[src/rtl/press_pattern_decoder.sv]
// press_pattern_decoder
// Groups debounced single-cycle press pulses into gestures. Presses that
// arrive within WINDOW_CYCLES of each other belong to the same gesture.
// When the window expires with no press, the gesture's press count is reported
// with a one-cycle count_valid strobe.
// Optional feature: define PRESS_MODE_LATCH_EN to add a persistent 'mode'
// register. It is loaded with the count of each gesture that did not overflow.

module press_pattern_decoder #(
    parameter int WINDOW_CYCLES = 2700000,
    parameter int MAX_PRESSES   = 4,
    parameter int CNT_W         = $clog2(MAX_PRESSES + 1)
) (
    input  logic             clk,
    input  logic             rst_n,
    input  logic             enable,
    input  logic             press,
    output logic [CNT_W-1:0] count_out,
    output logic             count_valid,
    output logic             overflow,
    output logic             busy
`ifdef PRESS_MODE_LATCH_EN
    ,
    output logic [CNT_W-1:0] mode
`endif
);

    localparam int TIMER_W = $clog2(WINDOW_CYCLES);

    localparam logic [TIMER_W-1:0] TIMER_LAST = TIMER_W'(WINDOW_CYCLES - 1);
    localparam logic [TIMER_W-1:0] TIMER_ZERO = '0;
    localparam logic [CNT_W-1:0]   COUNT_MAX  = CNT_W'(MAX_PRESSES);
    localparam logic [CNT_W-1:0]   COUNT_ONE  = CNT_W'(1);
    localparam logic [CNT_W-1:0]   COUNT_ZERO = '0;

    typedef enum logic [1:0] {
        IDLE    = 2'd0,
        COLLECT = 2'd1,
        REPORT  = 2'd2
    } state_t;

    state_t             state;
    state_t             next_state;
    logic [CNT_W-1:0]   press_count;
    logic [CNT_W-1:0]   next_count;
    logic [TIMER_W-1:0] timer;
    logic [TIMER_W-1:0] next_timer;
    logic               ovf_flag;
    logic               next_ovf;

    // State, press counter, inactivity timer and overflow flag registers
    always_ff @(posedge clk) begin
        if (!rst_n) begin
            state       <= IDLE;
            press_count <= COUNT_ZERO;
            timer       <= TIMER_ZERO;
            ovf_flag    <= 1'b0;
        end else begin
            state       <= next_state;
            press_count <= next_count;
            timer       <= next_timer;
            ovf_flag    <= next_ovf;
        end
    end

    // Next-state logic. A press always wins over window expiry. A press during
    // REPORT starts a fresh gesture instead of being merged into the reported one.
    always_comb begin
        next_state = state;
        next_count = press_count;
        next_timer = timer;
        next_ovf   = ovf_flag;
        case (state)
            IDLE: begin
                if (press && enable) begin
                    next_state = COLLECT;
                    next_count = COUNT_ONE;
                    next_timer = TIMER_ZERO;
                    next_ovf   = 1'b0;
                end
            end
            COLLECT: begin
                if (!enable) begin
                    next_state = IDLE;
                    next_count = COUNT_ZERO;
                    next_timer = TIMER_ZERO;
                    next_ovf   = 1'b0;
                end else if (press) begin
                    if (press_count < COUNT_MAX) begin
                        next_count = press_count + COUNT_ONE;
                    end else begin
                        next_ovf = 1'b1;
                    end
                    next_timer = TIMER_ZERO;
                end else if (timer == TIMER_LAST) begin
                    next_state = REPORT;
                end else begin
                    next_timer = timer + 1'b1;
                end
            end
            REPORT: begin
                if (press && enable) begin
                    next_state = COLLECT;
                    next_count = COUNT_ONE;
                end else begin
                    next_state = IDLE;
                    next_count = COUNT_ZERO;
                end
                next_timer = TIMER_ZERO;
                next_ovf   = 1'b0;
            end
            default: begin
                next_state = IDLE;
                next_count = COUNT_ZERO;
                next_timer = TIMER_ZERO;
                next_ovf   = 1'b0;
            end
        endcase
    end

    // Report registers load on entry to REPORT, so the strobe coincides with
    // the REPORT cycle and the count/overflow values hold until the next report
    always_ff @(posedge clk) begin
        if (!rst_n) begin
            count_valid <= 1'b0;
            count_out   <= COUNT_ZERO;
            overflow    <= 1'b0;
`ifdef PRESS_MODE_LATCH_EN
            mode        <= COUNT_ZERO;
`endif
        end else begin
            count_valid <= (next_state == REPORT);
            if (next_state == REPORT) begin
                count_out <= press_count;
                overflow  <= ovf_flag;
`ifdef PRESS_MODE_LATCH_EN
                if (!ovf_flag) begin
                    mode <= press_count;
                end
`endif
            end
        end
    end

    // Busy flags an in-progress gesture
    always_comb begin
        busy = (state == COLLECT);
    end

endmodule

[config.mk]
export PLATFORM = sky130hd
export DESIGN_NAME = press_pattern_decoder
export DESIGN_NICKNAME = d
export VERILOG_FILES = /design/src/rtl/press_pattern_decoder.sv
export SDC_FILE = /design/constraint.sdc
export NUM_CORES = 1
export LEC_CHECK = 0
export ABC_AREA = 1
export CORE_ASPECT_RATIO = 0.8
export CORE_MARGIN = 1.5
export CORE_UTILIZATION = 45
export DETAILED_ROUTE_END_ITERATION = 8
export GPL_TIMING_DRIVEN = 0
export PLACE_DENSITY_LB_ADDON = 0.1
export SLEW_MARGIN = 5
export SYNTH_ARGS = -nofsm -noshare
export SYNTH_HDL_FRONTEND = slang
export SYNTH_SLANG_ARGS = --single-unit
[constraint.sdc]
create_clock -name clk -period 1.8 [get_ports clk]
set_clock_uncertainty 0.05 [all_clocks]
set_input_delay 0.27 -clock clk [delete_from_list [all_inputs] [get_ports clk]]
set_output_delay 0.27 -clock clk [all_outputs]
set_load 0.03 [all_outputs]
==> metrics.txt, run 1 <==
status complete, no violations; Max FO, Critical Path 10; routed wire length 4.190 mm; Die Height slightly below 60 um; Cell variety after synth 27; synthesis-to-finish area growth 17.86%; core area 3804 um2; vias in the first global route 1421; max cap viols 0; Worst-Margin Slew ~0.32 ns; CTS Buf Count 5; initial core utilization between 40% and 50%; die area 4374 um2; placed instance area between 1500 and 2000 um2; Post-CTS Hold Buffers 0; clk slew on worst S/H paths about 0.070 ns; number of synthesized flops with an enable pin 0; initial antenna violation count 0; Net count, final 301; clk sinks 33; Post-Syn Area about 1800 um2; warnings from Yosys 0; total iterations of the first detailed-routing run 4; register area share after synthesis between 30% and 40%; clock latency on the worst-skew pair roughly 0.29 ns; power after layout 0.001437 W; Period Utilization, post-route about 92%; max frequency approximately 600 MHz; drc violations 0; Critical Path Max Stage Delay 0.36 ns; CTS tree yes; Mapped Nets between 200 and 300; critical-path cell list ha_4, nand3_1, nor2_2, nand4_4, nand2_8, inv_4, buf_6, nand3b_1, a21oi_1; CP endpoint kind flip-flop; final worst setup slack 0.1410 ns; pin count of the biggest net entering global routing 11; Required @ worst endpoint 1.92 ns; Max Root-Sink Buffers 2; worst path arrival time 1.78 ns; P per Cell Area a little under 700 nW/um2; Vias 1739; share of layout cells above drive strength 1 approximately an eighth; Overflow after GRT 0; Hold WS around 0.4 ns; Post-synth top flop dfxtp_1; leakage power total around 0.75 nW; Syn Inst Count approximately 280; filler cell count 385; TNS Setup 0 ns; critical setup path kind flip-flop to flip-flop; Routed WL per cell roughly 12 um; fin crit period 1.659 ns; Root Driver clkbuf_8; Chip Width ~74 um; final instance area between 2000 and 2500 um2; syn avg cell area 6.496 um2; post-route ant nets 0; # setup viols final 0; DP HPWL between 3 and 4 mm; slowest stage cell, crit path dfxtp_2; Final Max Slew Viols 0; All-Layer GR Usage 20.61%; global placement routability congestion ~0.84; DRT iter0 DRCs between 100 and 150; Hold Fails Final Rpt 0; FF+latch count, synth 33; drt via density around 5.0; Max-slew headroom between 70% and 80%; port bufs 9; Ports 10; crit start category flip-flop; CTS HTree Levels 2; Hold WC Path Type flip-flop to flip-flop; RSZ-0062 raised after global routing no; Peak VDD IR 534.6 uV; register area ~660 um2; row cnt 20; multi-input logic area ~1000 um2; pre-CTS setup slack -0.2788 ns; first-pass GRT wire length ~6.7 mm; ant diodes 0; ys async rst share 0%
## per-layer routing
metal / routed length [um] / share of wire [%] / vias up / global-route usage, %
met5: 0 / 0 / - / 0
met4: 28 / 0.67 / 0 / 7.407
met3: 207 / 4.9 / 4 / 5.272
met2: 1711 / 41 / 39 / 27.54
met1: 2243 / 54 / 777 / 31.32
li1: - / - / 919 / -
## cell usage in the layout (no fill, tap or decap), drive strengths merged
cell / Yosys / final
nand2: 70 / 70
nor2: 51 / 51
inv: 41 / 41
dfxtp: 33 / 33
nand3: 18 / 18
a21oi: 15 / 15
o21ai: 13 / 13
o21bai: 9 / 9
nand4: 9 / 9
clkdlybuf4s50: 0 / 8
nor3: 8 / 8
clkbuf: 0 / 8
buf: 3 / 5
ha: 2 / 2
and3: 1 / 1
nand3b: 1 / 1
or2: 1 / 1
o221ai: 1 / 1
dlygate4sd2: 0 / 1
## registers in the layout (all words and copies together), names as in the netlist
register / count
state: 2
count_out: 3
count_valid: 1
timer: 22
overflow: 1
ovf_flag: 1
press_count: 3
## Yosys cell counts (3+ instances only)
master / instances / area share [%]
o21ai_1: 3 / 0.84
nand3_1: 17 / 4.7
nand2_1: 68 / 14
dfxtp_1: 33 / 37
nor2_1: 47 / 9.8
inv_1: 38 / 8.0
a21oi_1: 15 / 4.2
nand4_1: 8 / 2.8
o21bai_1: 9 / 3.8
o21ai_0: 10 / 2.8
nor3_1: 8 / 2.2
## cell type report
cell class              count  share of cell area, %
flip-flops and latches     33                  31.38
repair buffers             12                  5.269
inverters                  41                  7.401
clock buffers               7                  4.085
multi-input cells         199                  47.37
plain buffers               3                  1.243
well taps                  55                  3.256
## through the flow
stage,util (%),cells
2_1_floorplan,-,276
3_3_place_gp,51.32,340
3_5_place_dp,51.32,340
4_1_cts,54.18,348
5_1_grt,55.56,350
6_report,55.56,350
## worst max-delay path: cells and delay by family, from the launching register on
| family | cells | cell delay (ns) |
|---|---|---|
| AND/OR/NAND/NOR | 5 | 0.70 |
| adder cells (fa/ha/maj) | 1 | 0.15 |
| flip-flops | 1 | 0.36 |
| buffers and inverters | 2 | 0.20 |
| AO/OA/AOI/OAI | 1 | 0.06 |
## worst paths after layout
check | start | end | slack, ns | cells after the start
worst max-delay path | timer[0] | timer[1] | 0.14 | 9
worst min-delay path | ovf_flag | overflow | 0.41 | 2
worst max register to register | timer[0] | timer[1] | 0.14 | 9
worst min register to register | ovf_flag | overflow | 0.41 | 2
## cells by family after synthesis
group | Yosys count | share of synthesized area [%]
fa+ha+maj | 2 | 1.395
compound gates | 38 | 12.07
simple gates | 159 | 39.64
buf+inv | 44 | 10.05
flops | 33 | 36.85
## timing repair
| item | in CTS | in global routing |
|---|---|---|
| buffers inserted | 1 | 2 |
| pin swaps | 1 | 4 |
| endpoints found under the setup margin | 24 | 25 |
| gates resized for setup | 5 | 12 |
## power by group
part | internal [W] | switching (W)
clock network | 0.000304 | 0.000275
registers | 0.000736 | 0.00000541
logic | 0.0000396 | 0.0000769
total | 0.00108 | 0.000358
(Power assumes the default switching activity.)
==> run 2, diff against run 1 <==
--- a/config.mk
+++ b/config.mk
@@ -6,12 +6,13 @@
 export NUM_CORES = 1
 export LEC_CHECK = 0
 export ABC_AREA = 1
+export CAP_MARGIN = 5
 export CORE_ASPECT_RATIO = 0.8
 export CORE_MARGIN = 1.5
 export CORE_UTILIZATION = 45
 export DETAILED_ROUTE_END_ITERATION = 8
 export GPL_TIMING_DRIVEN = 0
-export PLACE_DENSITY_LB_ADDON = 0.1
+export PLACE_DENSITY = 0.67
 export SLEW_MARGIN = 5
 export SYNTH_ARGS = -nofsm -noshare
 export SYNTH_HDL_FRONTEND = slang
==> run 2 against run 1 <==
First-iteration DRC count is 27% lower. Via count is 1.4% lower. Global-route usage up 0.30 points.
==> metrics.txt, run 2 (synthesis results as in run 1) <==
clock power share 39.1% (-1.2 points); Peak VDD IR 381.5 uV (-29%); leakage power total 0.7746 nW (+3.6%); clock latency on the worst-skew pair 0.28 ns (about the same); CTS Buf Count 5 (unchanged); CP endpoint kind flip-flop; initial core utilization 47.14% (unchanged); Ports 10 (unchanged); clk sinks 33 (unchanged); fin crit period 1.630 ns (-0.02851 ns); Max FO, Critical Path 10 (unchanged); placed instance area 1952 um2 (unchanged); Die Height 59.46 um (unchanged); filler cell count 384 (-0.26%); Vias 1715 (-1.4%); Chip Width 73.57 um (unchanged); crit start category input port; # setup viols final 0 (unchanged); ant diodes 0 (unchanged); Critical Path Max Stage Delay 0.47 ns (+0.11 ns); most common cell after layout, fill and taps aside nand2_1; row cnt 20 (unchanged); Overflow after GRT 0 (unchanged); vias in the first global route 1488 (+4.7%); pin count of the biggest net entering global routing 11 (unchanged); Net count, final 307 (+2.0%); DP HPWL 3.028 mm (-1.5%); All-Layer GR Usage 20.91% (+0.30 points); Post-CTS Hold Buffers 0 (unchanged); Period Utilization, post-route 90.58% (-1.6 points); critical setup path kind input port to flip-flop; DRT iter0 DRCs 99 (-27%); Hold Fails Final Rpt 0 (unchanged); critical path buffer and inverter count 3 (+1); largest register by flop count timer; drt via density 4.817 (-3.0%); die area 4374 um2 (unchanged); R2R setup slack 0.17 ns (+0.03 ns); synthesis-to-finish area growth 20.03%; initial antenna violation count 0 (unchanged); Net Sw Power 0.0003350 W (-6.3%); switch share 23.63% (-1.3 points); status complete, no violations; multi-input logic area 997.2 um2 (-0.38%); critical-path cell list clkdlybuf4s50_1, inv_2, nand3_1, nor2_4, nand4_4, nand2_4, buf_4, o21bai_1, nand2_1, nor2_1; max reg flops 22 (unchanged); Final Max Slew Viols 0 (unchanged); power share of the sequential group 52.3% (+0.7 points); Required @ worst endpoint 1.92 ns (about the same); Routed WL per cell 11.36 um (-5.1%); total iterations of the first detailed-routing run 4 (unchanged); global placement routability congestion 0.8450 (+0.38%); slowest stage cell, crit path clkdlybuf4s50_1; Worst-Margin Slew 0.3098 ns (-0.007668 ns); most frequent cells in the layout nand2_1, nor2_1, inv_1; first-pass GRT wire length 6.803 mm (+1.7%); largest registers timer: 22 flops, count_out: 3 flops, press_count: 3 flops; P per Cell Area 658.8 nW/um2 (-3.1%); Top Family by Delay on Critical Path buffers and inverters; RSZ-0062 raised after global routing no; CTS tree yes; design internal power 0.001083 W (+0.35%); clk slew on worst S/H paths 0.06 ns (about the same); drc violations 0 (unchanged); fin util 56.58% (+1.0 points); worst path arrival time 1.75 ns (-0.03 ns); max cap viols 0 (unchanged); register area 663.1 um2 (unchanged); Hold WC Path Type flip-flop to flip-flop; Max Root-Sink Buffers 2 (unchanged); final instance area 2152 um2 (+1.8%); max frequency 613.3 MHz (+1.7%); post-route ant nets 0 (unchanged); routed wire length 4.045 mm (-3.5%); Max-slew headroom 79.28% (+0.51 points); share of layout cells above drive strength 1 13.95% (+1.8 points); Comb pwr share 8.6% (+0.5 points); port bufs 9 (unchanged); Root Driver clkbuf_8; core area 3804 um2 (unchanged); CTS HTree Levels 2 (unchanged)
==> run 2: final timing paths <==
kind,start,to,cells after the start
min reg2reg,ovf_flag,overflow,2
min,ovf_flag,overflow,2
max reg2reg,timer[0],timer[16],8
max,press,timer[13],10
==> run 2: metal layers <==
metal	vias up	GRT usage [%]	wire length [um]
met2	38	28.06	1613
met3	5	4.762	272
li1	931	-	-
met5	-	0	0
met4	0	8.730	48
met1	741	31.54	2111
==> run 2: final cells by class <==
| class | instances | area share (%) |
|---|---|---|
| clock buffer | 7 | 4.012 |
| timing repair buffer | 18 | 7.267 |
| sequential | 33 | 30.81 |
| multi-input combinational | 199 | 46.34 |
| inverter | 41 | 7.267 |
| buffer | 3 | 1.105 |
| tap | 55 | 3.198 |
==> run 2: power by group through the flow <==
stage	Combinational, W	Clock, W	Sequential, W
after floorplan	0.0000751	0	0.000755
after global placement	0.000110	0	0.000756
after detailed placement	0.000110	0	0.000757
after CTS	0.000114	0.000577	0.000740
after global routing	0.000134	0.000608	0.000742
final	0.000121	0.000554	0.000742
==> run 2: per-stage QoR <==
stage               setup WS, ns  hold WS [ns]  TNS, ns  power (W)  cells
CTS                      0.01510        0.4163        0   0.001431    350
floorplan                 0.2184        0.3557        0  0.0008304    276
global route             0.01516        0.4447        0   0.001484    356
global placement         -0.2615        0.3996   -5.489  0.0008662    340
finish                    0.1695        0.4216        0   0.001418    356
detailed placement       -0.2636        0.4122   -5.516  0.0008662    340
==> run 2: worst reg2reg max path: cells and delay by family, from the launching register on <==
kind / cells / cell delay, ns
compound gates: 1 / 0.15
simple gates: 6 / 0.82
flops: 1 / 0.36
fa+ha+maj: 1 / 0.16
==> run 2: timing repair <==
item                       4_1_cts  5_1_grt
setup endpoints to repair       19       24
setup buffers                    3        6
pin swaps                        3        6
gates resized for setup          2       14
==> run 3, diff against run 2 <==
--- a/config.mk
+++ b/config.mk
@@ -13,7 +13,7 @@
 export DETAILED_ROUTE_END_ITERATION = 8
 export GPL_TIMING_DRIVEN = 0
 export PLACE_DENSITY = 0.67
-export SLEW_MARGIN = 5
+export SLEW_MARGIN = 20
 export SYNTH_ARGS = -nofsm -noshare
 export SYNTH_HDL_FRONTEND = slang
 export SYNTH_SLANG_ARGS = --single-unit
==> results of run 3 <==
Final layout, timing and power as in run 2 (identical DEF).
